## src/rtl/imm_gen_pkg.sv

```systemverilog
`default_nettype none
// =============================================================================
// imm_gen_pkg : format codes, RV opcodes and XLEN helpers shared by imm_gen_pipe
// Revision 1.0
// =============================================================================
package imm_gen_pkg;

    typedef enum logic [2:0] {
        FMT_NONE = 3'd0,
        FMT_I    = 3'd1,
        FMT_S    = 3'd2,
        FMT_B    = 3'd3,
        FMT_U    = 3'd4,
        FMT_J    = 3'd5,
        FMT_SH   = 3'd6
    } fmt_e;

    localparam logic [6:0] c_OPC_LOAD   = 7'b0000011;
    localparam logic [6:0] c_OPC_OP_IMM = 7'b0010011;
    localparam logic [6:0] c_OPC_JALR   = 7'b1100111;
    localparam logic [6:0] c_OPC_SYSTEM = 7'b1110011;
    localparam logic [6:0] c_OPC_STORE  = 7'b0100011;
    localparam logic [6:0] c_OPC_BRANCH = 7'b1100011;
    localparam logic [6:0] c_OPC_LUI    = 7'b0110111;
    localparam logic [6:0] c_OPC_AUIPC  = 7'b0010111;
    localparam logic [6:0] c_OPC_JAL    = 7'b1101111;

    localparam logic [2:0] c_F3_SLLI = 3'b001;
    localparam logic [2:0] c_F3_SRXI = 3'b101;

    localparam int c_XLEN_32 = 32;
    localparam int c_XLEN_64 = 64;

    function automatic bit xlen_legal(input int xlen);
        return (xlen == c_XLEN_32) || (xlen == c_XLEN_64);
    endfunction

endpackage
`default_nettype wire

```

## src/rtl/imm_decode.sv

```systemverilog
`default_nettype none
// =============================================================================
// imm_decode : combinational RV instruction -> extended immediate / format code
// Revision 1.0
// =============================================================================
module imm_decode
    import imm_gen_pkg::*;
#(
    parameter int XLEN = 32
) (
    input  logic [31:0]     instr_i,
    output logic [XLEN-1:0] imm_o,
    output fmt_e            fmt_o,
    output logic            illegal_o
);

    logic [6:0]      w_opc;
    logic [2:0]      w_f3;
    logic [XLEN-1:0] w_imm_i;
    logic [XLEN-1:0] w_imm_s;
    logic [XLEN-1:0] w_imm_b;
    logic [XLEN-1:0] w_imm_u;
    logic [XLEN-1:0] w_imm_j;
    logic [XLEN-1:0] w_shamt;

    assign w_opc   = instr_i[6:0];
    assign w_f3    = instr_i[14:12];
    assign w_imm_i = {{(XLEN-11){instr_i[31]}}, instr_i[30:20]};
    assign w_imm_s = {{(XLEN-11){instr_i[31]}}, instr_i[30:25], instr_i[11:7]};
    assign w_imm_b = {{(XLEN-12){instr_i[31]}}, instr_i[7], instr_i[30:25], instr_i[11:8], 1'b0};
    assign w_imm_u = {{(XLEN-31){instr_i[31]}}, instr_i[30:12], 12'b0};
    assign w_imm_j = {{(XLEN-20){instr_i[31]}}, instr_i[19:12], instr_i[20], instr_i[30:21], 1'b0};

    // Shift amount excludes funct7/funct6 so SRAI does not leak 0x400 into the immediate.
    if (XLEN == c_XLEN_64) begin : g_shamt64
        assign w_shamt = {{(XLEN-6){1'b0}}, instr_i[25:20]};
    end else begin : g_shamt32
        assign w_shamt = {{(XLEN-5){1'b0}}, instr_i[24:20]};
    end

    always_comb begin
        imm_o     = '0;
        fmt_o     = FMT_NONE;
        illegal_o = 1'b0;
        case (w_opc)
            c_OPC_LOAD, c_OPC_JALR, c_OPC_SYSTEM: begin
                fmt_o = FMT_I;
                imm_o = w_imm_i;
            end
            c_OPC_OP_IMM: begin
                if ((w_f3 == c_F3_SLLI) || (w_f3 == c_F3_SRXI)) begin
                    fmt_o = FMT_SH;
                    imm_o = w_shamt;
                end else begin
                    fmt_o = FMT_I;
                    imm_o = w_imm_i;
                end
            end
            c_OPC_STORE: begin
                fmt_o = FMT_S;
                imm_o = w_imm_s;
            end
            c_OPC_BRANCH: begin
                fmt_o = FMT_B;
                imm_o = w_imm_b;
            end
            c_OPC_LUI, c_OPC_AUIPC: begin
                fmt_o = FMT_U;
                imm_o = w_imm_u;
            end
            c_OPC_JAL: begin
                fmt_o = FMT_J;
                imm_o = w_imm_j;
            end
            default: illegal_o = 1'b1;
        endcase
    end

endmodule
`default_nettype wire

```

## src/rtl/imm_gen_pipe.sv

```systemverilog
`default_nettype none
// =============================================================================
// imm_gen_pipe : valid/ready immediate generator with 2-entry skid or 1-entry buffer
// Revision 1.0
// =============================================================================
module imm_gen_pipe
    import imm_gen_pkg::*;
#(
    parameter int XLEN = 32,
    parameter int SKID = 1
) (
    input  logic            clk,
    input  logic            rst_n,
    input  logic            in_valid,
    output logic            in_ready,
    input  logic [31:0]     instr,
    output logic            out_valid,
    input  logic            out_ready,
    output logic [XLEN-1:0] out_imm,
    output logic [2:0]      out_fmt,
    output logic            out_illegal
);

    localparam int c_EW = XLEN + 4;

    logic [XLEN-1:0] w_dec_imm;
    fmt_e            w_dec_fmt;
    logic            w_dec_ill;
    logic [c_EW-1:0] w_dec_entry;
    logic            w_push;
    logic            w_pop;

    logic [1:0]      count_q, count_d;
    logic [c_EW-1:0] head_q, head_d;
    logic [c_EW-1:0] tail_q, tail_d;

    if (!xlen_legal(XLEN)) begin : g_bad_xlen
        $error("imm_gen_pipe: XLEN must be 32 or 64");
    end

    imm_decode #(
        .XLEN (XLEN)
    ) u_decode (
        .instr_i   (instr),
        .imm_o     (w_dec_imm),
        .fmt_o     (w_dec_fmt),
        .illegal_o (w_dec_ill)
    );

    assign w_dec_entry = {w_dec_imm, w_dec_fmt, w_dec_ill};

    // Skid mode keeps in_ready purely registered; single mode trades that for a combinational path.
    if (SKID != 0) begin : g_skid
        assign in_ready = (count_q < 2'd2);
    end else begin : g_single
        assign in_ready = (count_q == 2'd0) || out_ready;
    end

    assign out_valid   = (count_q != 2'd0);
    assign out_imm     = head_q[c_EW-1:4];
    assign out_fmt     = head_q[3:1];
    assign out_illegal = head_q[0];

    assign w_push = in_valid && in_ready;
    assign w_pop  = out_valid && out_ready;

    always_comb begin
        count_d = count_q;
        head_d  = head_q;
        tail_d  = tail_q;
        case ({w_push, w_pop})
            2'b10: begin
                if (count_q == 2'd0) begin
                    head_d = w_dec_entry;
                end else begin
                    tail_d = w_dec_entry;
                end
                count_d = count_q + 2'd1;
            end
            2'b01: begin
                head_d  = tail_q;
                count_d = count_q - 2'd1;
            end
            2'b11: begin
                if (count_q == 2'd2) begin
                    head_d = tail_q;
                    tail_d = w_dec_entry;
                end else begin
                    head_d = w_dec_entry;
                end
            end
            default: ;
        endcase
    end

    always_ff @(posedge clk or negedge rst_n) begin
        if (!rst_n) begin
            count_q <= 2'd0;
            head_q  <= {{XLEN{1'b0}}, FMT_NONE, 1'b0};
            tail_q  <= {{XLEN{1'b0}}, FMT_NONE, 1'b0};
        end else begin
            count_q <= count_d;
            head_q  <= head_d;
            tail_q  <= tail_d;
        end
    end

endmodule
`default_nettype wire

```

## config.mk

```make
export PLATFORM = sky130hd
export DESIGN_NAME = imm_gen_pipe
export DESIGN_NICKNAME = d
export VERILOG_FILES = /design/src/rtl/imm_gen_pkg.sv /design/src/rtl/imm_decode.sv /design/src/rtl/imm_gen_pipe.sv
export SDC_FILE = /design/constraint.sdc
export NUM_CORES = 1
export LEC_CHECK = 0
export CAP_MARGIN = 25
export CORE_UTILIZATION = 25
export DETAILED_ROUTE_END_ITERATION = 7
export PLACE_DENSITY = 0.48
export SLEW_MARGIN = 0
export SYNTH_ARGS = -nofsm -noshare
export SYNTH_HDL_FRONTEND = slang
export SYNTH_HIERARCHICAL = 1
export SYNTH_SLANG_ARGS = --single-unit
```

## constraint.sdc

```tcl
create_clock -name clk -period 2.7 [get_ports clk]
set_input_delay 0.81 -clock clk [delete_from_list [all_inputs] [get_ports clk]]
set_output_delay 0.81 -clock clk [all_outputs]
set_load 0.05 [all_outputs]
```

== Yosys cells after proc, flatten, opt, wreduce, memory -nomap -nowiden ==
Index checks and enable logic that the tools add are counted.
Widths: inputs -> output; s select.

* Bits in registers: 74
* Input port bits: 36
* Output and inout port bits: 38
* Word-level logic and storage cells: 49

* Add/sub/neg operators: 2
* Order comparisons: 1
* Equal/unequal tests: 18
* Muxes and demuxes: 12
* Reduce and logical (&&, ||, !) cells: 13

{| class="wikitable"
|+ Operators by type and width
! cell !! count
|-
| $pmux 32 s6 || 1
|-
| $mux 36 || 4
|-
| $pmux 36 s3 || 1
|-
| $pmux 36 s2 || 1
|-
| $mux 32 || 1
|-
| $eq 7x7->1 const B || 4
|-
| $pmux 3 s6 || 1
|-
| $eq 7x5->1 const B || 2
|-
| $eq 7x6->1 const B || 2
|-
| $reduce_or 9->1 || 1
|-
| $eq 7x2->1 const B || 1
|-
| $eq 2x2->1 const B || 3
|-
| $ne 2x2->1 const B || 3
|-
| $reduce_bool 2->1 || 3
|-
| $pmux 2 s2 || 1
|-
| $eq 3x1->1 const B || 1
|-
| $eq 3x3->1 const B || 1
|-
| $mux 3 || 1
|-
| $reduce_and 3->1 || 1
|-
| $reduce_bool 3->1 || 1
|-
| $reduce_or 3->1 || 1
|-
| $add 2x1->2 const B || 1
|-
| $eq 2x1->1 const B || 1
|-
| $logic_and 1x1->1 || 2
|-
| other kinds (7) || 7
|}

== Depth between registers and ports, before layout ==
* Depth in word-level cells: 6
* Gate-level depth with buffers: 11
* Depth with buffers taken out: 9

== Hierarchy ==
The synthesis kept the hierarchy.

{| class="wikitable"
|+ Modules (own cells, without submodules)
! module !! instances !! cells an instance !! area each (µm²) !! seq. area each (µm²)
|-
| imm_gen_pipe || 1 || 257 || 3329.4 || 1851.8
|-
| imm_decode || 1 || 83 || 543.0 || 0.0
|}

== Worst setup path after synthesis ==
Ideal clock, no wire load.

* Kind: flip-flop to flip-flop
* Start point: register count_q[1]
* End point: register head_q[13]
* Setup time: 0.133 ns
* Arrival: 2.206 ns
* Required time: 2.567 ns
* Slack: 0.361 ns
* Cell stages (with the launch flop): 12
* Path buffers: 2
* Clock period less this slack: 2.339 ns
* Cells stage by stage: dfrtp_1 > inv_2 > nand2_4 > nand2_4 > inv_4 > ha_1 > and2b_1 > o21a_1 > buf_6 > buf_6 > a221oi_1 > a21oi_1

* Cells in the longest elaborated chain, start to end: 5
* Elaborated cells on any way between the ends: 14
* Classes of those cells: order compare: 1; eq/ne: 5; mux: 2; reduce/logical: 6

{| class="wikitable"
|+ RTL lines
! element !! line !! RTL
|-
| start: declaration || imm_gen_pipe.sv:33 || <nowiki>logic [1:0] count_q, count_d;</nowiki>
|-
| start signal: assignment || imm_gen_pipe.sv:102 || <nowiki>count_q <= count_d;</nowiki>
|-
| $lt 2x2->1 * || imm_gen_pipe.sv:54 || <nowiki>assign in_ready = (count_q < 2'd2);</nowiki>
|-
| net in_ready || imm_gen_pipe.sv:15 || <nowiki>output logic in_ready,</nowiki>
|-
| $logic_and 1x1->1 * || imm_gen_pipe.sv:64 || <nowiki>assign w_push = in_valid && in_ready;</nowiki>
|-
| $eq 2x2->1 / $eq 2x1->1 (equally long branches) || imm_gen_pipe.sv:71 || <nowiki>case ({w_push, w_pop})</nowiki>
|-
| $ne 2x2->1 (no source line) / $reduce_bool 3->1 (equally long branches) || n/a ||
|-
| $reduce_and 2->1 (no source line) || n/a ||
|-
| end signal: assignment || imm_gen_pipe.sv:99 || <nowiki>head_q <= {{XLEN{1'b0}}, FMT_NONE, 1'b0};</nowiki>
|-
| end: declaration || imm_gen_pipe.sv:34 || <nowiki>logic [c_EW-1:0] head_q, head_d;</nowiki>
|}

Mark *: on every way through the listed nets, which the timed path passes. The rest lies on a longest branch.
A chain may end at the register's enable or synchronous reset.

== Worst setup path in the final report ==
* Start point: register count_q[0]
* End point: output port out_valid

* Cells in the longest elaborated chain, start to end: 1

{| class="wikitable"
|+ RTL lines
! element !! line !! RTL
|-
| $reduce_bool 2->1 || imm_gen_pipe.sv:59 || <nowiki>assign out_valid = (count_q != 2'd0);</nowiki>
|-
| end: declaration || imm_gen_pipe.sv:17 || <nowiki>output logic out_valid,</nowiki>
|}

Every way passes these cells.

==> metrics.md <==
| Metric | Value |
|---|---|
| Grt total ovfl | `0` |
| # H-tree levels | `3` |
| Root buffer cell | `clkbuf_16` |
| Worst Reg2Reg Path Length in Cells | `11` |
| Final hold vios | `0` |
| CTS max path bufs | `2` |
| Sequential area share after synthesis | `47.82%` |
| NumNets Final | `492` |
| Crit. Startpoint | `count_q[0]` |
| Outcome | `complete, no violations` |
| GP Congestion | `0.8022` |
| Hpwl dp | `7.833 mm` |
| Crit path capture type | `output port` |
| Syn Nets | `380` |
| Post-synth EDFFs | `0` |
| Yosys reg bits | `74` |
| Clock Latency Late Sink | `0.34 ns` |
| WL/cell | `16.76 um` |
| Critical Path RT | `1.89 ns` |
| Die height | `126.5 um` |
| Remaining antenna violation count after routing | `0` |
| Fin. max-slew vios | `0` |
| Ant diodes | `0` |
| Least-Margin Pin Slew | `0.5357 ns` |
| Initial Util | `25.57%` |
| Vias in the first global route | `3235` |
| Mapped cell area | `3872 um2` |
| Area after DPL | `5122 um2` |
| Combinational power share | `49.7%` |
| Clock power frac | `23.7%` |
| Final period util | `96.31%` |
| Post-synth top area cell | `dfrtp_1` |
| Synth Warn # | `6` |
| CTS Buf Count | `9` |
| MaxCap Viol Count | `0` |
| Core Region | `15150 um2` |
| CTS tree | `built` |
| Leakage power | `0.002636 uW` |
| Syn Area/Cell | `11.39 um2` |
| Setup TNS Final | `0 ns` |
| Total power | `6289 uW` |
| RSZ-0062 raised after global routing | `false` |
| Reg power frac | `26.6%` |
| Final WL | `10.81 mm` |
| Final min period | `2.600 ns` |
| Initial DRC Count | `181` |
| WHS | `0.4110 ns` |
| Chip Width | `126.5 um` |
| Ports | `74` |
| Crit path max fanout | `5` |
| Fmax | `384.5 MHz` |
| Kind of start point of the critical path | `flip-flop` |
| Drt drc | `0` |
| Final instance area | `5537 um2` |
| Crit Path Category | `reg2out` |
| Internal power | `3640 uW` |
| Critical Path Sink | `out_valid` |
| First drt pass iteration count | `4` |
| Layout cell share with drive strength beyond 1 | `30.63%` |
| Async set-reset flop share out of synthesis | `100.0%` |
| WP data arrival | `1.79 ns` |
| Top cells by area, synth | `dfrtp_1 48%, mux2_2 10%, a221oi_2 5.4%` |
| Row Count | `45` |
| Clk slew on worst S/H paths | `0.06 ns` |
| Die area | `15990 um2` |
| Switch share | `42.13%` |
| R2R Path End | `head_q[5]` |
| R2R setup slack | `0.53 ns` |
| Reg2Reg Launch Point | `count_q[0]` |
| Setup Skew | `0.006312 ns` |
| Netlist cell types | `49` |
| Hold buffer count at CTS | `0` |
| Clock tree sinks | `74` |
| Count of final setup violators | `0` |
| Pwr dens | `1136 nW/um2` |
| HP Class | `in2async` |
| GRT Overall Usage | `14.36%` |
| Area delta synth->final | `42.97%` |
| I/O Buffers | `73` |
| Via density | `4.704` |
| VDD IR-drop max | `0.5111 mV` |
| Top_reg_cell synth | `dfrtp_1` |
| Rel. slew slack | `64.18%` |
| Share of the synthesized area in the top cell type | `47.82%` |
| NetSw | `2649 uW` |
| Fill cell count | `1501` |
| Cell count after synthesis | `340` |
| Antenna violations before repair | `0` |
| Largest net degree at the start of global routing | `46` |
| Global-route wire length before repair | `17.48 mm` |
| DR vias | `3034` |
power groups by stage:
stage                     clock network, uW  registers [uW]  logic, uW
final                                  1490            1670       3130
after global routing                   1580            1720       3330
after CTS                              1530            1680       3170
after detailed placement                  0            1690       3150
after global placement                    0            1680       3130
after floorplan                           0            2560       1150
synthesized netlist by cell type, types with 2 or more instances:
cell      number
nand2_4        3
a21boi_1       6
buf_6          8
nand2_1       26
a21oi_1       39
a22o_1         4
o21bai_1       3
a221oi_1      22
a221oi_2      14
mux2_2        35
inv_1         38
buf_2          8
dfrtp_1       74
nor2_1         5
xnor2_1        4
nand3b_1       2
ha_1           4
inv_2          2
nor3_1         2
clkbuf_1       3
a21o_1         8
buf_4          3
stage by stage:
stage	worst slack, ns	util (%)	instances
detailed placement	-0.3919	33.82	629
CTS	0.04890	36.28	645
global placement	-0.3306	33.82	629
finish	0.09955	36.56	645
global route	0.01872	36.56	645
floorplan	0.3608	-	340
cell usage in the layout, fill, tap and decap left out, drive strengths merged, types with 2 or more instances in the layout:
master,instances
a21boi,6
a21o,8
a21oi,40
a221oi,36
a22o,4
buf,51
bufinv,4
clkbuf,10
clkdlybuf4s50,69
dfrtp,74
dlymetal6s2s,3
ha,4
inv,42
mux2,36
nand2,29
nand3b,2
nor2,6
nor3,2
nor3b,2
o211ai,2
o21bai,3
xnor2,4
worst max-delay path: stages, from the launching register on:
cell	delay, ns
dfrtp_1	0.45
inv_2	0.12
nand2_4	0.08
clkdlybuf4s50_1	0.80
cell type report:
cell class	instances	area [um2]	area share (%)
clock buffer	10	229.0	4.136
clock inverter	6	137.6	2.486
inverter	41	156.4	2.825
multi-input combinational	203	1740	31.44
sequential	74	1852	33.45
tap	188	235.2	4.249
timing repair buffer	123	1186	21.42
registers in the layout, indices dropped and copies added (netlist names):
signal   count
head_q      36
tail_q      36
count_q      2
timing repair:
| action | CTS | global route |
|---|---|---|
| setup buffers | 0 | 0 |
| endpoints found under the setup margin | 1 | 14 |
| gates resized for setup | 1 | 9 |
metal layers:
| metal | track usage [%] | vias to the layer above | wire, um | part of all wire, % |
|---|---|---|---|---|
| met5 | 0 | - | 0 | 0 |
| met4 | 4.819 | 0 | 123 | 1.1 |
| met3 | 3.838 | 10 | 534 | 4.9 |
| met2 | 22.78 | 60 | 5023 | 46 |
| met1 | 18.91 | 1504 | 5132 | 47 |
| li1 | - | 1460 | - | - |
cells by family after synthesis:
kind of cell / Yosys count / share of synthesized area, %
compound gates: 107 / 23.52
simple gates: 51 / 7.399
fa+ha+maj: 4 / 1.292
mux: 36 / 10.57
buf+inv: 63 / 8.272
xor+xnor: 5 / 1.131
flops: 74 / 47.82
how the worst min path moves through the flow:
stage and endpoint:
2_1_floorplan tail_q[10], 3_3_place_gp tail_q[11], 3_5_place_dp tail_q[35], 4_1_cts tail_q[18]
5_1_grt tail_q[18], 6_report tail_q[18]
(Power assumes the default switching activity.)
